[config.mk]
export PLATFORM = sky130hd
export DESIGN_NAME = div_sequencer
export DESIGN_NICKNAME = d
export VERILOG_FILES = /design/src/rtl/rv32_pkg.sv /design/src/rtl/div_step.sv /design/src/rtl/div_sequencer.sv
export SDC_FILE = /design/constraint.sdc
export NUM_CORES = 1
export LEC_CHECK = 0
export ABC_AREA = 1
export BUFFER_PORTS_ARGS = -buffer_cell sky130_fd_sc_hd__buf_2
export CORE_ASPECT_RATIO = 0.5
export CORE_UTILIZATION = 55
export DETAILED_ROUTE_END_ITERATION = 7
export GPL_TIMING_DRIVEN = 1
export PLACE_DENSITY = 0.78
export SYNTH_ARGS = -nofsm -noshare
export SYNTH_HDL_FRONTEND = slang
export SYNTH_SLANG_ARGS = --single-unit
[constraint.sdc]
create_clock -name CLK -period 12.3 [get_ports CLK]
set_input_delay 3.075 -clock CLK [delete_from_list [all_inputs] [get_ports CLK]]
set_output_delay 3.075 -clock CLK [all_outputs]
set_load 0.01 [all_outputs]
[src/rtl/rv32_pkg.sv]
// Shared RV32 definitions: M-extension divide opcodes, divider FSM states, XLEN.
// Used by the multi-cycle divide sequencer in EX.
package rv32_pkg;

    localparam int XLEN = 32;

    localparam logic [4:0] ALUOP_DIV  = 5'b01100;
    localparam logic [4:0] ALUOP_DIVU = 5'b01101;
    localparam logic [4:0] ALUOP_REM  = 5'b01110;
    localparam logic [4:0] ALUOP_REMU = 5'b01111;

    typedef enum logic [1:0] {
        DIV_IDLE = 2'd0,
        DIV_RUN  = 2'd1,
        DIV_DONE = 2'd2
    } div_state_t;

    // The four divide opcodes share the 011xx prefix; bit0 = unsigned, bit1 = remainder.
    function automatic logic is_div_op(input logic [4:0] op);
        return op[4:2] == 3'b011;
    endfunction

endpackage

[src/rtl/div_step.sv]
// One combinational restoring-division step on {rem, quo} with an XLEN+1-bit trial subtract.
// Zero latency; no handshake.
module div_step #(
    parameter int XLEN = 32
) (
    input  logic [XLEN-1:0] rem_i,
    input  logic [XLEN-1:0] quo_i,
    input  logic [XLEN-1:0] divisor_i,
    output logic [XLEN-1:0] rem_o,
    output logic [XLEN-1:0] quo_o
);

    logic [XLEN:0] shifted;
    logic [XLEN:0] trial;

    always_comb begin
        shifted = {rem_i, quo_i[XLEN-1]};
        trial   = shifted - {1'b0, divisor_i};
        if (!trial[XLEN]) begin
            rem_o = trial[XLEN-1:0];
            quo_o = {quo_i[XLEN-2:0], 1'b1};
        end else begin
            rem_o = shifted[XLEN-1:0];
            quo_o = {quo_i[XLEN-2:0], 1'b0};
        end
    end

endmodule

[src/rtl/div_sequencer.sv]
// RV32M DIV/DIVU/REM/REMU sequencer: 32-step restoring divide, 33-cycle latency, STALL holds the pipe.
// DIV_SEQ_EARLY_OUT_EN finishes divide-by-zero, signed overflow and |divisor|>|dividend| in one cycle.
module div_sequencer #(
    parameter int XLEN = rv32_pkg::XLEN
) (
    input  logic            CLK,
    input  logic            RESETN,
    input  logic            START,
    input  logic [4:0]      ALUOP,
    input  logic [XLEN-1:0] DATA1,
    input  logic [XLEN-1:0] DATA2,
    input  logic            FLUSH,
    output logic            STALL,
    output logic            DONE,
    output logic [XLEN-1:0] RESULT
);
    import rv32_pkg::*;

    localparam logic [1:0] ST_IDLE = DIV_IDLE;
    localparam logic [1:0] ST_RUN  = DIV_RUN;
    localparam logic [1:0] ST_DONE = DIV_DONE;
    localparam logic [XLEN-1:0] MIN_NEG = {1'b1, {(XLEN-1){1'b0}}};

    logic [1:0]      state_q, state_d;
    logic [5:0]      cnt_q, cnt_d;
    logic            rem_op_q, rem_op_d;
    logic            neg_quo_q, neg_quo_d;
    logic            neg_rem_q, neg_rem_d;
    logic            dz_q, dz_d;
    logic            ovf_q, ovf_d;
    logic [XLEN-1:0] rem_q, rem_d;
    logic [XLEN-1:0] quo_q, quo_d;
    logic [XLEN-1:0] div_q, div_d;
    logic [XLEN-1:0] result_q, result_d;

    logic            start_vld, signed_op, d1_neg, d2_neg, in_dz, in_ovf;
    logic [XLEN-1:0] d1_mag, d2_mag;
    logic [XLEN-1:0] step_rem, step_quo, fin_quo, fin_rem;

    assign start_vld = START & is_div_op(ALUOP);
    assign signed_op = ~ALUOP[0];
    assign d1_neg    = signed_op & DATA1[XLEN-1];
    assign d2_neg    = signed_op & DATA2[XLEN-1];
    assign d1_mag    = d1_neg ? -DATA1 : DATA1;
    assign d2_mag    = d2_neg ? -DATA2 : DATA2;
    assign in_dz     = (DATA2 == '0);
    assign in_ovf    = signed_op & (DATA1 == MIN_NEG) & (DATA2 == '1);

    div_step #(.XLEN(XLEN)) u_step (
        .rem_i     (rem_q),
        .quo_i     (quo_q),
        .divisor_i (div_q),
        .rem_o     (step_rem),
        .quo_o     (step_quo)
    );

    // Divide-by-zero remainder falls out of the datapath as DATA1 once sign-restored.
    assign fin_quo = dz_q  ? '1 :
                     ovf_q ? MIN_NEG :
                     (neg_quo_q ? -step_quo : step_quo);
    assign fin_rem = ovf_q ? '0 : (neg_rem_q ? -step_rem : step_rem);

    always_comb begin
        state_d   = state_q;
        cnt_d     = cnt_q;
        rem_op_d  = rem_op_q;
        neg_quo_d = neg_quo_q;
        neg_rem_d = neg_rem_q;
        dz_d      = dz_q;
        ovf_d     = ovf_q;
        rem_d     = rem_q;
        quo_d     = quo_q;
        div_d     = div_q;
        result_d  = result_q;

        if (state_q == ST_RUN) begin
            rem_d = step_rem;
            quo_d = step_quo;
            cnt_d = cnt_q + 6'd1;
            if (cnt_q == 6'd31) begin
                state_d  = ST_DONE;
                cnt_d    = '0;
                result_d = rem_op_q ? fin_rem : fin_quo;
            end
        end else begin
            state_d = ST_IDLE;
            if (start_vld) begin
                state_d   = ST_RUN;
                cnt_d     = '0;
                rem_op_d  = ALUOP[1];
                neg_quo_d = d1_neg ^ d2_neg;
                neg_rem_d = d1_neg;
                dz_d      = in_dz;
                ovf_d     = in_ovf;
                rem_d     = '0;
                quo_d     = d1_mag;
                div_d     = d2_mag;
`ifdef DIV_SEQ_EARLY_OUT_EN
                if (in_dz) begin
                    state_d  = ST_DONE;
                    result_d = ALUOP[1] ? DATA1 : '1;
                end else if (in_ovf) begin
                    state_d  = ST_DONE;
                    result_d = ALUOP[1] ? '0 : MIN_NEG;
                end else if (d2_mag > d1_mag) begin
                    state_d  = ST_DONE;
                    result_d = ALUOP[1] ? DATA1 : '0;
                end
`endif
            end
        end

        if (FLUSH) begin
            state_d  = ST_IDLE;
            cnt_d    = '0;
            result_d = result_q;
        end
    end

    always_ff @(posedge CLK or negedge RESETN) begin
        if (!RESETN) begin
            state_q   <= ST_IDLE;
            cnt_q     <= '0;
            rem_op_q  <= 1'b0;
            neg_quo_q <= 1'b0;
            neg_rem_q <= 1'b0;
            dz_q      <= 1'b0;
            ovf_q     <= 1'b0;
            rem_q     <= '0;
            quo_q     <= '0;
            div_q     <= '0;
            result_q  <= '0;
        end else begin
            state_q   <= state_d;
            cnt_q     <= cnt_d;
            rem_op_q  <= rem_op_d;
            neg_quo_q <= neg_quo_d;
            neg_rem_q <= neg_rem_d;
            dz_q      <= dz_d;
            ovf_q     <= ovf_d;
            rem_q     <= rem_d;
            quo_q     <= quo_d;
            div_q     <= div_d;
            result_q  <= result_d;
        end
    end

    assign STALL  = (state_q == ST_RUN) | ((state_q != ST_RUN) & start_vld);
    assign DONE   = (state_q == ST_DONE);
    assign RESULT = result_q;

endmodule

==> results.md <==
* Post-DP HPWL at between 20000 and 30000 um
* Worst EP arrival at 4.05 ns
* Leading cell type in the layout, fill and taps excluded: nand2_1
* Number of synthesized flops with an enable pin at 0
* Register area at 0.00353 mm2
* Final setup violation count at 0
* Final Critical Period at 7.13 ns
* Pwr Total at approximately 3.6 mW
* Setup_tns at 0 ns
* Resized cells post-CTS at 0
* Site row count at 38
* First-pass DRT Iterations at 8
* Largest net degree at the start of global routing at 87
* Vias in the first global route at 11700
* Setup CP Type: in -> out
* Post-synth ARST share at 100%
* CTS Buffer Depth at 2
* Max VDD drop at 0.000136 V
* Drt drc at 0
* RSZ-0062 raised after global routing: no
* YS warnings at 0
* Run status: completed
* First-pass GRT wire length at 60900 um
* Clock sinks at 141
* CTS clk-pin slew, worst paths at 0.06 ns
* Hold buffer count at CTS at 0
* Worst Setup Start Kind: primary input
* Unique cell type count in the Yosys netlist at 46
* CTS Buf Count at 17
* #FFs+latches synth at 141
* Multi-input logic area at 0.00732 mm2
* Final period utilization at 57.9%
* Fmax at 140 MHz
* TritonCTS clock tree: built
* Dominant synthesized flop cell: dfrtp_1
* Initial core utilization at 56.2%
* Clock Skews at 0.00902 ns
* Die W at 212 um
* Relative slew slack at between 30% and 40%
* H-Tree Depth at 4
* Cells after Synth at around 1900
* Area of the die at 0.0228 mm2
* Worst EP required at roughly 9.2 ns
* Total number of vias at 13000
* Final Max Slew Viols at 0
* Clk root buf: clkbuf_16
* Final Hold Viols at 0
* Clock latency on the worst-skew pair at 0.43 ns
* Most frequent cells in the layout: nand2_1, inv_1, nor2_1, nand3_1, dfrtp_1
* CP Max Fanout at 18
* Post-CTS setup buffers at 0
* Drt wl/cell at 16.3 um
* ANT cells at 0
* Routed WL at 37800 um
* Mapped Area at 0.0122 mm2
* # fillers at between 2000 and 2500
* Maximum Capacitance Violations at 0
* Fin nets at 2119
* Slew at the pin closest to its max-slew limit at 0.992 ns
* Area share of the largest cell type after synthesis at 29.0%
* Post-Syn Area per Cell at approximately 6.3 um2
* GP Congestion at 1.01
* Grt total ovfl at 0
* Antenna violations before repair at 0
* First DRT Iteration DRCs at 1501
* Power Density at 263 mW/mm2
* Share of cells above drive strength 1 at 9.90%
* Synth top area cells: dfrtp_1, nand2_1, inv_1, nand3_1, nor2_1
* Pleak at 7.20 nW
* Post-DRT Antenna Nets at 0
* Core area at 0.0217 mm2
* Die Y at 107 um
* Critical Path Sink Type: output pin
* Syn nets at between 2000 and 2500
* Global router's overall resource usage at 34.5%
* Vias per cell at 5.62
* Top Ports at 107
* Area Growth Syn to Fin at 11.4%
* Hold/Removal Path Class: reg -> reg
* Yosys top cell by area: dfrtp_1
* Register area share after synthesis at slightly below 30%
* PortBufs at ~110
[stage by stage]
| step | area (um2) | instances | hold WS, ns | worst slack (ns) | util [%] |
|---|---|---|---|---|---|
| 6_report | 13600 | 2320 | 0.474 | 5.17 | 62.6 |
| 5_1_grt | 13600 | 2320 | 0.506 | 5.08 | 62.6 |
| 4_1_cts | 13600 | 2320 | 0.480 | 5.17 | 62.6 |
| 3_5_place_dp | 12900 | 2288 | 0.467 | 5.17 | 59.6 |
| 3_3_place_gp | 12900 | 2288 | 0.461 | 5.17 | 59.6 |
| 2_1_floorplan | 12200 | 1931 | 0.453 | 5.02 | - |
[layout make-up]
cell class / instances / area share, %
repair buffers: 119 / 4.67
clock buffers: 19 / 3.34
inverters: 281 / 7.77
multi-input cells: 1447 / 53.9
well taps: 300 / 2.76
flip-flops and latches: 141 / 26.0
clock inverters: 13 / 1.56
[cell families (layout without fill, tap and decap cells)]
group                      Yosys count  count (layout)  share of synthesized area, %
AOI/OAI and AO/OA                  307             307                          14.6
xor gates and xnor gates            71              71                          5.10
adders and majority gates           39              39                          4.07
buffers and inverters              343             432                          11.0
DFF                                141             141                          29.0
and+or+nand+nor                   1030            1030                          36.3
[Yosys cell counts (2+ instances only)]
cell type,count
a21o_1,3
a21oi_1,105
a31oi_1,7
and2_1,3
buf_1,7
buf_2,3
buf_6,4
clkbuf_1,46
dfrtp_1,141
ha_1,38
inv_1,279
nand2_1,542
nand2_2,20
nand2_4,7
nand3_1,160
nand3_2,2
nand3b_1,6
nand4_1,30
nor2_1,194
nor2_2,3
nor3_1,42
nor4_1,9
o211ai_1,7
o21ai_0,106
o21ai_1,4
o21ai_2,4
o21bai_1,7
o221ai_1,32
o22ai_1,27
o31ai_1,2
or2_1,2
or2_2,6
xnor2_1,21
xor2_1,50
[final timing paths]
path	slack, ns	end	start	cells after the start
setup / recovery	5.17	STALL	START	7
hold / removal	0.47	RESULT[23]	RESULT[23]	2
setup reg to reg	7.22	RESULT[28]	quo_q[31]	27
hold reg to reg	0.47	RESULT[23]	RESULT[23]	2
max in group asynchronous	8.25	cnt_q[4]	RESETN	2
min in group asynchronous	2.64	rem_q[24]	RESETN	1
[where the power goes]
part | switching (mW) | internal (mW) | total, mW
Clock | 0.213 | 0.372 | 0.585
Sequential | 0.107 | 0.561 | 0.668
Combinational | 1.61 | 0.701 | 2.32
Total | 1.93 | 1.63 | 3.57
[layer usage]
| layer | up-vias | track usage [%] | routed length, um |
|---|---|---|---|
| li1 | 6407 | - | - |
| met1 | 5964 | 51.8 | 17500 |
| met4 | 0 | 10.2 | 971 |
| met5 | - | 0 | 0 |
| met2 | 596 | 49.8 | 15500 |
| met3 | 66 | 6.30 | 3820 |
[sequential cells by signal, summed over array words and instances, names as in the netlist, 2 cells and up]
name / flops
RESULT: 32
cnt_q: 6
div_q: 32
quo_q: 32
rem_q: 32
state_q: 2
[worst max-delay path: stages]
cell and delay, ns:
buf_2 0.07, nand2_1 0.04, nor3b_1 0.30, nor2_1 0.07, buf_4 0.26, inv_1 0.10, buf_2 0.13
Power figures use the tool's default switching activity.
